`src/rtl/stream_rd_merge.sv`:
```
// Merges page-split read chunks back into one AXI R burst: counts beats per
// chunk, hides intermediate RLASTs, restores the original RID, flags mismatches.
module stream_rd_merge #(
  parameter int DATA_WIDTH = 512,
  parameter int ID_WIDTH   = 16,
  parameter int CMD_DEPTH  = 4
) (
  input  logic                  clk,
  input  logic                  rst_n,
  input  logic                  cmd_valid,
  output logic                  cmd_ready,
  input  logic [8:0]            cmd_beats,
  input  logic                  cmd_last,
  input  logic [ID_WIDTH-1:0]   cmd_id,
  input  logic                  s_rvalid,
  output logic                  s_rready,
  input  logic [DATA_WIDTH-1:0] s_rdata,
  input  logic [1:0]            s_rresp,
  input  logic                  s_rlast,
  output logic                  m_rvalid,
  input  logic                  m_rready,
  output logic [ID_WIDTH-1:0]   m_rid,
  output logic [DATA_WIDTH-1:0] m_rdata,
  output logic [1:0]            m_rresp,
  output logic                  m_rlast,
  output logic                  err,
  output logic                  busy
);

  localparam int PTR_W = (CMD_DEPTH > 1) ? $clog2(CMD_DEPTH) : 1;
  localparam logic [PTR_W:0] FULL_CNT = (PTR_W + 1)'(CMD_DEPTH);

  logic [8:0]          beats_mem [CMD_DEPTH];
  logic                last_mem  [CMD_DEPTH];
  logic [ID_WIDTH-1:0] id_mem    [CMD_DEPTH];

  logic [PTR_W-1:0] wr_ptr, rd_ptr;
  logic [PTR_W:0]   occ;
  logic [8:0]       cnt;
  logic             full, empty, push, pop, beat, chunk_end;
  logic [8:0]       head_beats;
  logic             head_last;

  assign full       = (occ == FULL_CNT);
  assign empty      = (occ == '0);
  assign cmd_ready  = !full;
  assign push       = cmd_valid & !full;

  assign head_beats = beats_mem[rd_ptr];
  assign head_last  = last_mem[rd_ptr];

  // 9-bit subtraction wraps, so a beats field of 0 ends the chunk at cnt=511.
  assign chunk_end  = (cnt == head_beats - 9'd1);

  assign s_rready   = m_rready & !empty;
  assign m_rvalid   = s_rvalid & !empty;
  assign m_rdata    = s_rdata;
  assign m_rresp    = s_rresp;
  assign m_rid      = id_mem[rd_ptr];
  assign m_rlast    = !empty & chunk_end & head_last;

  assign beat       = s_rvalid & s_rready;
  assign pop        = beat & chunk_end;
  assign busy       = !empty | (cnt != 9'd0);

  // Descriptor storage carries no reset; occupancy alone decides validity.
  always_ff @(posedge clk) begin
    if (push) begin
      beats_mem[wr_ptr] <= cmd_beats;
      last_mem[wr_ptr]  <= cmd_last;
      id_mem[wr_ptr]    <= cmd_id;
    end
  end

  always_ff @(posedge clk or negedge rst_n) begin
    if (!rst_n) begin
      wr_ptr <= '0;
      rd_ptr <= '0;
      occ    <= '0;
      cnt    <= '0;
      err    <= 1'b0;
    end else begin
      if (push) wr_ptr <= wr_ptr + 1'b1;
      if (pop)  rd_ptr <= rd_ptr + 1'b1;
      case ({push, pop})
        2'b10:   occ <= occ + 1'b1;
        2'b01:   occ <= occ - 1'b1;
        default: occ <= occ;
      endcase
      if (beat) cnt <= chunk_end ? 9'd0 : cnt + 9'd1;
      // Chunk boundaries follow the counter; s_rlast is only cross-checked.
      if (beat && (s_rlast != chunk_end)) err <= 1'b1;
    end
  end

endmodule

```
`config.mk`:
```
export PLATFORM = sky130hd
export DESIGN_NAME = stream_rd_merge
export DESIGN_NICKNAME = d
export VERILOG_FILES = /design/src/rtl/stream_rd_merge.sv
export SDC_FILE = /design/constraint.sdc
export NUM_CORES = 1
export LEC_CHECK = 0
export CAP_MARGIN = 20
export CORE_AREA = 2 2 426 428
export CTS_BUF_LIST = sky130_fd_sc_hd__clkbuf_8 sky130_fd_sc_hd__clkbuf_16
export DETAILED_ROUTE_END_ITERATION = 12
export DIE_AREA = 0 0 428 430
export PLACE_DENSITY = 0.3
export SLEW_MARGIN = 20
export SYNTH_ARGS = -nofsm -noshare
export SYNTH_HDL_FRONTEND = slang
export SYNTH_SLANG_ARGS = --single-unit
```
`constraint.sdc`:
```
create_clock -name clk -period 5.5 [get_ports clk]
set_input_delay 1.1 -clock clk [delete_from_list [all_inputs] [get_ports clk]]
set_output_delay 1.1 -clock clk [all_outputs]
set_load 0.01 [all_outputs]
```
==> results of run 1 <==
-- kinds of logic (layout without fill, tap and decap cells) --
group / Yosys count / count (layout) / share of synthesized area
XOR/XNOR: 18 / 18 / 0.0174
adder cells (fa/ha/maj): 9 / 9 / 0.0132
multiplexers: 30 / 30 / 0.0694
flip-flops: 121 / 121 / 0.391
AND/OR/NAND/NOR: 62 / 62 / 0.0406
other: 0 / 1 / 0
buffers and inverters: 538 / 107 / 0.442
AO/OA/AOI/OAI: 34 / 34 / 0.0258
-- sequential cells by signal, indices dropped and copies added, names as in the netlist --
register	flops
id_mem	64
err	1
rd_ptr	2
beats_mem	36
occ	3
wr_ptr	2
cnt	9
last_mem	4
-- cell usage after synthesis (all sizes together) --
cell,count
a211o,1
a211oi,3
a21bo,1
a21o,1
a21oi,8
a311oi,2
and2,3
and3,7
buf,519
clkbuf,3
dfrtp,17
edfxtp,104
fa,1
ha,8
inv,16
mux2i,4
mux4,26
nand2,12
nand2b,1
nand3,4
nand3b,3
nor2,10
nor2b,1
nor3,10
nor3b,2
nor4,2
nor4b,1
o2111ai,1
o211ai,4
o21a,1
o21ai,8
o22ai,2
o31a,1
o31ai,1
or3,4
or4,2
xnor2,10
xor2,8
-- worst min path at each step --
stage / to / slack [ps] / cells after the start
floorplan: occ[2]$_DFFE_PN0P_ / 460 / 1
global placement: err$_DFFE_PN0P_ / 470 / 1
detailed placement: err$_DFFE_PN0P_ / 460 / 1
CTS: err$_DFFE_PN0P_ / 480 / 1
global route: err$_DFFE_PN0P_ / 490 / 1
finish: err$_DFFE_PN0P_ / 470 / 1
-- critical path, cell delays in order, from the launching register on --
cell             delay, ps
dfrtp_2                680
buf_4                  420
mux4_2                 620
a211o_1                260
or3_1                  330
a21oi_2                230
nand3b_1               200
nor2_1                 160
clkdlybuf4s50_1        600
-- layout make-up --
| class | count | share of cell area |
|---|---|---|
| diodes | 1 | 0.000271 |
| clock buffers | 17 | 0.0460 |
| clock inverters | 15 | 0.0168 |
| inverters | 16 | 0.00650 |
| multi-input cells | 153 | 0.163 |
| flip-flops and latches | 121 | 0.384 |
| well taps | 2370 | 0.321 |
| repair buffers | 59 | 0.0623 |
-- power groups by stage --
stage / Combinational (mW) / Clock [mW] / Sequential (mW)
4_1_cts: 1.01 / 1.12 / 1.36
2_1_floorplan: 1.03 / 0 / 1.30
5_1_grt: 1.07 / 1.17 / 1.39
3_5_place_dp: 1.00 / 0 / 1.38
6_report: 0.953 / 1.09 / 1.35
3_3_place_gp: 0.998 / 0 / 1.38
-- layer usage --
metal	share of wire	GRT usage	wire, um
met5	0.0078	0.0349	824
met1	0.17	0.0541	18100
met3	0.37	0.197	39400
met4	0.032	0.0317	3350
met2	0.42	0.161	44500
-- per-stage QoR --
stage / instances / cell area (um2) / setup slack, ps
2_1_floorplan: 812 / 9070 / 1970
3_3_place_gp: 2719 / 8660 / 739
3_5_place_dp: 2719 / 8660 / 739
4_1_cts: 2751 / 9240 / 250
5_1_grt: 2751 / 9240 / 98.2
6_report: 2752 / 9240 / 443
==> flow_metrics.env, run 1 <==
export IMPL_worstSkewPairLatency_ps=420
export IMPL_power_frac_comb=0.281
export IMPL_cts_made_buffers=17
export IMPL_die_width_um=428
export IMPL_final_cell_mix="104 x edfxtp_1, 53 x clkdlybuf4s50_1, 25 x mux4_2"
export IMPL_num_nets_final=923
export IMPL_power_density_mw_per_mm2=367
export IMPL_reg2reg_slack_ps=1480
export IMPL_p_clk_frac=0.320
export IMPL_mostFrequentLayoutCell="edfxtp_1"
export IMPL_yosysWarnings=0
export IMPL_rsz0062_at_grt="false"
export IMPL_ys_seq_area_frac=0.391
export IMPL_startpoint="rd_ptr[0]$_DFFE_PN0P_"
export IMPL_rr_worst_depth=13
export IMPL_fmax_ghz=0.198
export IMPL_multi_input_comb_area_mm2=0.00151
export IMPL_syn_area_mm2=0.00907
export IMPL_die_y_um=430
export IMPL_drtIter0Drc=342
export IMPL_dp_hpwl_um=97600
export IMPL_rr_endpoint="occ[2]$_DFFE_PN0P_"
export IMPL_clkSinkCount=121
export IMPL_critPathLaunchType="flip-flop"
export IMPL_core_area_mm2=0.180
export IMPL_hold_violations=0
export IMPL_clockBufferDepth=2
export IMPL_status="finished, final reports clean"
export IMPL_cp_max_fo=19
export IMPL_intPower_mw=2.30
export IMPL_arrival_ps=3960
export IMPL_synth_top_area_cell="buf_4"
export IMPL_cts_tree="done"
export IMPL_synth_cells=812
export IMPL_finalPower_mw=3.39
export IMPL_wl_um=106000
export IMPL_rr_startpoint="rd_ptr[0]$_DFFE_PN0P_"
export IMPL_fin_crit_sh=0.919
export IMPL_p_seq_frac=0.399
export IMPL_antenna_found_initial=8
export IMPL_drt_first_pass_iters=4
export IMPL_relSlewSlack=0.419
export IMPL_crit_path_end="m_rlast"
export IMPL_syn_avg_cell_area_um2=11.2
export IMPL_die_area_mm2=0.184
export IMPL_p_leak_nw=2.25
export IMPL_synth_net_count=1367
export IMPL_grt_start_max_net_pins=27
export IMPL_area_growth_pct=1.92
export IMPL_ctsHoldBuffers=0
export IMPL_drc_errors=0
export IMPL_seqCellArea_mm2=0.00355
export IMPL_peakVddDrop_v=0.000209
export IMPL_clk_pin_slew_ps=60
export IMPL_synthDistinctLibCells=50
export IMPL_hold_class="flip-flop to flip-flop"
export IMPL_vias=4206
export IMPL_drive_gt1_frac=0.199
export IMPL_grt_pass1_wl_um=117000
export IMPL_whs_ps=468
export IMPL_io_buffers=53
export IMPL_min_period_ps=5060
export IMPL_grt_remaining_overflow=0
export IMPL_fillCellCount=21000
export IMPL_clock_tree_root_cell="clkbuf_16"
export IMPL_cts_resized=0
export IMPL_vias_per_cell=1.53
export IMPL_grt_pass1_vias=4411
export IMPL_rows=156
export IMPL_finalSetupViolCount=0
export IMPL_drv_slew=0
export IMPL_start_util=0.0505
export IMPL_cap_viol_max_count=0
export IMPL_clock_skew_ps=9.48
export IMPL_synth_top_area_share=0.425
export IMPL_wl_per_cell_um=38.6
export IMPL_grt_usage=0.111
export IMPL_htreeDepth=4
export IMPL_ant_nets=0
export IMPL_fin_setup_tns_ps=0
export IMPL_worstPathRequired_ps=4400
export IMPL_worstSetupPathType="flip-flop to output port"
export IMPL_crit_path_end_kind="output port"
export IMPL_pin_count=1082
export IMPL_worst_slew_pin_slew_ps=868
export IMPL_swShare=0.324
export IMPL_post_cts_repair_setup_buffers=0
export IMPL_synthTopCellsByArea="buf_4 43%, edfxtp_1 34%, mux4_2 6.2%"
export IMPL_min_from="err$_DFFE_PN0P_"
export IMPL_final_util=0.0514
export IMPL_gp_congestion=0.710
export IMPL_p_sw_mw=1.10
export IMPL_ys_seq_elements=121
(Power assumes the default switching activity.)
==> inputs of run 2 (changes only) <==
--- a/config.mk
+++ b/config.mk
@@ -6,11 +6,11 @@
 export NUM_CORES = 1
 export LEC_CHECK = 0
 export CAP_MARGIN = 20
-export CORE_AREA = 2 2 426 428
+export CORE_AREA = 4 4 415 417
 export CTS_BUF_LIST = sky130_fd_sc_hd__clkbuf_8 sky130_fd_sc_hd__clkbuf_16
 export DETAILED_ROUTE_END_ITERATION = 12
-export DIE_AREA = 0 0 428 430
-export PLACE_DENSITY = 0.3
+export DIE_AREA = 0 0 419 421
+export PLACE_DENSITY = 0.31
 export SLEW_MARGIN = 20
 export SYNTH_ARGS = -nofsm -noshare
 export SYNTH_HDL_FRONTEND = slang
==> run 2 against run 1 <==
Clock skew up 2.8 ps. Hold slack better by 37 ps. Sequential power about the same. Cell count down 5.6%. Wire length up 0.60%. Register-to-register slack better by 160 ps. Combinational power up 0.6%.
==> flow_metrics.env, run 2 (synthesized netlist as in run 1, its figures left out) <==
export IMPL_worst_slew_pin_slew_ps=850
export IMPL_dp_cells=2563
export IMPL_wl_um=107000
export IMPL_grt_remaining_overflow=0
export IMPL_io_buffers=53
export IMPL_ctsHoldBuffers=0
export IMPL_grt_pass1_wl_um=118000
export IMPL_fillCellCount=19800
export IMPL_pin_count=1082
export IMPL_vias=4245
export IMPL_p_sw_mw=1.09
export IMPL_relSlewSlack=0.433
export IMPL_reg2reg_slack_ps=1640
export IMPL_fmax_ghz=0.196
export IMPL_power_frac_comb=0.281
export IMPL_largest_register="id_mem"
export IMPL_power_density_mw_per_mm2=378
export IMPL_grt_usage=0.116
export IMPL_intPower_mw=2.33
export IMPL_stdcell_count=2597
export IMPL_peakVddDrop_v=0.000199
export IMPL_rsz0062_at_grt="false"
export IMPL_fin_crit_sh=0.927
export IMPL_hold_class="flip-flop to flip-flop"
export IMPL_cts_tree="done"
export IMPL_rows=151
export IMPL_swShare=0.318
export IMPL_htreeDepth=4
export IMPL_core_area_mm2=0.169
export IMPL_crit_path_end_kind="output port"
export IMPL_p_seq_frac=0.391
export IMPL_wl_per_cell_um=41.1
export IMPL_die_area_mm2=0.176
export IMPL_p_leak_nw=2.25
export IMPL_drv_slew=0
export IMPL_worst_hold_path_endpoint="occ[0]$_DFFE_PN0P_"
export IMPL_drive_gt1_frac=0.199
export IMPL_fin_setup_tns_ps=0
export IMPL_final_cell_mix="104 x edfxtp_1, 53 x clkdlybuf4s50_1, 25 x mux4_2"
export IMPL_mostFrequentLayoutCell="edfxtp_1"
export IMPL_critPathLaunchType="flip-flop"
export IMPL_cap_viol_max_count=0
export IMPL_die_width_um=419
export IMPL_rr_endpoint="occ[2]$_DFFE_PN0P_"
export IMPL_drtIter0Drc=330
export IMPL_vias_per_cell=1.63
export IMPL_hold_violations=0
export IMPL_rr_worst_depth=14
export IMPL_worstSkewPairLatency_ps=420
export IMPL_min_period_ps=5100
export IMPL_p_clk_frac=0.328
export IMPL_top_regs="id_mem x64, beats_mem x36, cnt x9"
export IMPL_finalSetupViolCount=0
export IMPL_drt_first_pass_iters=4
export IMPL_status="finished, final reports clean"
export IMPL_finalPower_mw=3.42
export IMPL_grt_pass1_vias=4379
export IMPL_dp_hpwl_um=98100
export IMPL_worstSetupPathType="flip-flop to output port"
export IMPL_drc_errors=0
export IMPL_grt_start_max_net_pins=31
export IMPL_clockBufferDepth=2
export IMPL_largest_reg_flops=64
export IMPL_clk_pin_slew_ps=60
export IMPL_worstPathRequired_ps=4400
export IMPL_min_from="occ[0]$_DFFE_PN0P_"
export IMPL_antenna_found_initial=11
export IMPL_gp_congestion=0.691
export IMPL_ant_nets=0
export IMPL_holdPathStages=1
export IMPL_die_y_um=421
export IMPL_cts_made_buffers=17
export IMPL_cp_max_fo=30
export IMPL_arrival_ps=4000
export IMPL_clkSinkCount=121
export IMPL_clock_skew_ps=12.3
export IMPL_rr_startpoint="rd_ptr[1]$_DFFE_PN0P_"
export IMPL_num_nets_final=919
export IMPL_clock_tree_root_cell="clkbuf_16"
export IMPL_cts_resized=0
export IMPL_post_cts_repair_setup_buffers=0
export IMPL_area_growth_pct=-0.304
export IMPL_start_util=0.0538
## run 2: cell count changes in the layout (fill, tap and decap cells not counted)
| cell | change |
|---|---|
| and3_1 | -4 |
| and3_2 | +4 |
| buf_4 | -4 |
| clkinvlp_4 | -3 |
| clkinv_4 | +2 |
| inv_8 | -2 |
| bufinv_16 | +1 |
| clkinv_2 | +1 |
| diode_2 | +1 |
| inv_1 | +1 |
## run 2: power by group through the flow
stage          registers, mW  logic (mW)  clock network, mW
6_report                1.34       0.959               1.12
5_1_grt                 1.36        1.07               1.20
4_1_cts                 1.35        1.02               1.15
3_5_place_dp            1.36        1.01                  0
3_3_place_gp            1.36        1.01                  0
2_1_floorplan           1.30        1.03                  0
## run 2: worst max-delay path by stage
stage | start | to | slack (ps) | cells after the start
finish | rd_ptr[1]$_DFFE_PN0P_ | m_rlast | 400 | 9
global route | rd_ptr[1]$_DFFE_PN0P_ | m_rlast | 130 | 9
CTS | rd_ptr[1]$_DFFE_PN0P_ | m_rlast | 210 | 9
detailed placement | rd_ptr[1]$_DFFE_PN0P_ | m_rlast | 670 | 9
global placement | rd_ptr[0]$_DFFE_PN0P_ | m_rlast | 690 | 8
floorplan | rd_ptr[0]$_DFFE_PN0P_ | m_rlast | 1970 | 9
## run 2: worst max-delay path: stages (launching register included)
cell and delay (ps):
dfrtp_2 580, buf_4 440, nor3b_1 350, o211ai_1 170, a21bo_2 270, or3_1 390, a21oi_2 220, nand3b_1 170
nor2_1 350, clkdlybuf4s50_1 630
## run 2: cell type report
cell class              count  area, um2  area share
well taps                2218       2780       0.307
repair buffers             55        546      0.0603
multi-input cells         153       1510       0.167
clock inverters            15        166      0.0184
flip-flops and latches    121       3550       0.393
clock buffers              17        425      0.0470
diodes                      2       5.00    0.000553
inverters                  16       60.1     0.00664
## run 2: metal layers
layer  part of all wire  wire [um]  global-route usage
met2               0.42      45000               0.171
met1               0.17      18500              0.0580
met5             0.0068        731              0.0287
met4              0.029       3060              0.0299
met3               0.37      39500               0.203
## run 2: metrics by stage
step | hold WS [ps] | area (um2) | utilization | setup slack (ps)
4_1_cts | 510 | 9040 | 0.0536 | 206
6_report | 505 | 9040 | 0.0536 | 401
3_3_place_gp | 472 | 8450 | 0.0501 | 688
5_1_grt | 520 | 9040 | 0.0536 | 130
3_5_place_dp | 500 | 8450 | 0.0501 | 669
2_1_floorplan | 456 | 9070 | - | 1970
==> inputs of run 3 (changes only) <==
--- a/config.mk
+++ b/config.mk
@@ -11,6 +11,7 @@
 export DETAILED_ROUTE_END_ITERATION = 12
 export DIE_AREA = 0 0 419 421
 export PLACE_DENSITY = 0.31
+export SETUP_SLACK_MARGIN = 0.15
 export SLEW_MARGIN = 20
 export SYNTH_ARGS = -nofsm -noshare
 export SYNTH_HDL_FRONTEND = slang
==> run 3 against run 2 <==
Non-clock buffer count stayed put. Total power increased by 0.12%. Sequential power is essentially flat. Register-to-register slack improved by 120 ps. Via count barely moved. Worst setup slack better by 120 ps. Highest routed layer unchanged. Global-route usage unchanged. Maximum frequency up 2.3%. Die area unchanged. Core utilization about the same.
==> flow_metrics.env, run 3 (synthesized netlist as in run 1, its figures left out) <==
export IMPL_status="finished, final reports clean"
export IMPL_intPower_mw=2.33
export IMPL_p_sw_mw=1.09
export IMPL_antenna_found_initial=11
export IMPL_rsz0062_at_grt="false"
export IMPL_largest_reg_flops=64
export IMPL_grt_util_met3=0.203
export IMPL_grt_util_met1=0.0580
export IMPL_worstSkewPairLatency_ps=420
export IMPL_die_area_mm2=0.176
export IMPL_wl_per_cell_um=41.1
export IMPL_p_clk_frac=0.328
export IMPL_crit_path_end="m_rlast"
export IMPL_fin_setup_tns_ps=0
export IMPL_area_growth_pct=-0.221
export IMPL_clockBufferDepth=2
export IMPL_power_frac_comb=0.281
export IMPL_ant_nets=0
export IMPL_holdPathStages=1
export IMPL_cts_made_buffers=17
export IMPL_cp_max_fo=30
export IMPL_crit_chain="buf_6 -> nor3b_1 -> o211ai_1 -> a21bo_2 -> or3_1 -> a21oi_2 -> nand3b_1 -> nor2_1 -> clkdlybuf4s50_1"
export IMPL_rr_endpoint="occ[2]$_DFFE_PN0P_"
export IMPL_clk_pin_slew_ps=60
export IMPL_path_buf_inv=2
export IMPL_io_buffers=53
export IMPL_grt_remaining_overflow=0
export IMPL_final_cell_mix="104 x edfxtp_1, 53 x clkdlybuf4s50_1, 25 x mux4_2"
export IMPL_slowest_stage="clkdlybuf4s50_1"
export IMPL_arrival_ps=3880
export IMPL_die_width_um=419
export IMPL_crit_path_end_kind="output port"
export IMPL_stdcell_count=2597
export IMPL_startpoint="rd_ptr[1]$_DFFE_PN0P_"
export IMPL_rr_startpoint="rd_ptr[1]$_DFFE_PN0P_"
export IMPL_slowest_delay_ps=630
export IMPL_path_delay_family="simple AND/OR/NAND/NOR gates"
export IMPL_rows=151
export IMPL_gp_congestion=0.691
export IMPL_drive_gt1_frac=0.199
export IMPL_p_seq_frac=0.391
export IMPL_dp_hpwl_um=98100
export IMPL_worstPathRequired_ps=4400
export IMPL_critPathLaunchType="flip-flop"
export IMPL_htreeDepth=4
export IMPL_ctsHoldBuffers=0
export IMPL_drc_errors=0
export IMPL_met2_usage=0.171
export IMPL_clock_skew_ps=12.5
export IMPL_reg2reg_slack_ps=1760
export IMPL_clock_tree_root_cell="clkbuf_16"
export IMPL_worst_slew_pin_slew_ps=850
export IMPL_cap_viol_max_count=0
export IMPL_num_nets_final=919
export IMPL_mostFrequentLayoutCell="edfxtp_1"
export IMPL_rr_worst_depth=14
export IMPL_fin_crit_sh=0.906
export IMPL_die_y_um=421
export IMPL_vias=4241
export IMPL_grt_start_max_net_pins=31
export IMPL_drtIter0Drc=315
export IMPL_crit_cells=9
export IMPL_dp_cells=2563
export IMPL_drt_first_pass_iters=4
export IMPL_fmax_ghz=0.201
export IMPL_grt_pass1_wl_um=118000
export IMPL_cts_resized=0
export IMPL_hold_class="flip-flop to flip-flop"
export IMPL_swShare=0.319
export IMPL_wl_um=107000
export IMPL_fillCellCount=19800
export IMPL_worstSetupPathType="flip-flop to output port"
export IMPL_relSlewSlack=0.433
export IMPL_largest_register="id_mem"
export IMPL_pin_count=1082
export IMPL_top_regs="id_mem x64, beats_mem x36, cnt x9"
export IMPL_peakVddDrop_v=0.000199
export IMPL_finalPower_mw=3.42
export IMPL_power_density_mw_per_mm2=378
export IMPL_min_period_ps=4980
export IMPL_vias_per_cell=1.63
export IMPL_finalSetupViolCount=0
export IMPL_p_leak_nw=2.25
export IMPL_grt_pass1_vias=4379
export IMPL_gr_max_usage_layer="met3"
export IMPL_hold_violations=0
export IMPL_clkSinkCount=121
export IMPL_post_cts_repair_setup_buffers=0
export IMPL_core_area_mm2=0.169
export IMPL_start_util=0.0538
export IMPL_grt_usage=0.116
export IMPL_cts_tree="done"
export IMPL_drv_slew=0
[run 3: cell types whose count changed in the layout (fill, tap and decap cells not counted)]
cell,previous run,this run
buf_4,2,0
buf_6,0,2
[run 3: layer usage]
metal | up-vias | share of wire
li1 | 1320 | -
met1 | 1827 | 0.18
met2 | 931 | 0.42
met3 | 147 | 0.37
met4 | 16 | 0.029
met5 | - | 0.0060
[run 3: layout make-up]
cell class	count	area, um2	share of cell area
clock buffers	17	425	0.0470
diodes	2	5.00	0.000553
multi-input cells	153	1510	0.167
well taps	2218	2780	0.307
clock inverters	15	166	0.0184
inverters	16	60.1	0.00664
flip-flops and latches	121	3550	0.392
repair buffers	55	553	0.0611
[run 3: stage by stage]
stage               hold slack (ps)    util  setup slack [ps]  instance area (um2)
detailed placement              500  0.0501               669                 8450
global route                    520  0.0536               263                 9040
global placement                472  0.0501               688                 8450
floorplan                       456       -              1970                 9070
finish                          505  0.0536               517                 9050
CTS                             510  0.0536               206                 9040
[run 3: worst min path at each step]
stage               slack (ps)            endpoint          startpoint
global route               520  occ[2]$_DFFE_PN0P_  occ[2]$_DFFE_PN0P_
CTS                        510  occ[0]$_DFFE_PN0P_  occ[0]$_DFFE_PN0P_
global placement           470  occ[2]$_DFFE_PN0P_  occ[2]$_DFFE_PN0P_
finish                     510  occ[0]$_DFFE_PN0P_  occ[0]$_DFFE_PN0P_
detailed placement         500  occ[2]$_DFFE_PN0P_  occ[2]$_DFFE_PN0P_
floorplan                  460  occ[2]$_DFFE_PN0P_  occ[2]$_DFFE_PN0P_
[run 3: power by group through the flow]
stage	Clock (mW)	Combinational, mW	Sequential, mW
after CTS	1.15	1.02	1.35
after floorplan	0	1.03	1.30
final	1.12	0.961	1.34
after detailed placement	0	1.01	1.36
after global placement	0	1.01	1.36
after global routing	1.20	1.08	1.36
[run 3: worst register-to-register path, delay by kind of cell (launching register included)]
kind,cells,cell delay [ps]
AO/OA/AOI/OAI,3,660
buffers and inverters,2,410
AND/OR/NAND/NOR,5,1150
XOR/XNOR,2,310
flip-flops,1,590
adder cells (fa/ha/maj),2,560
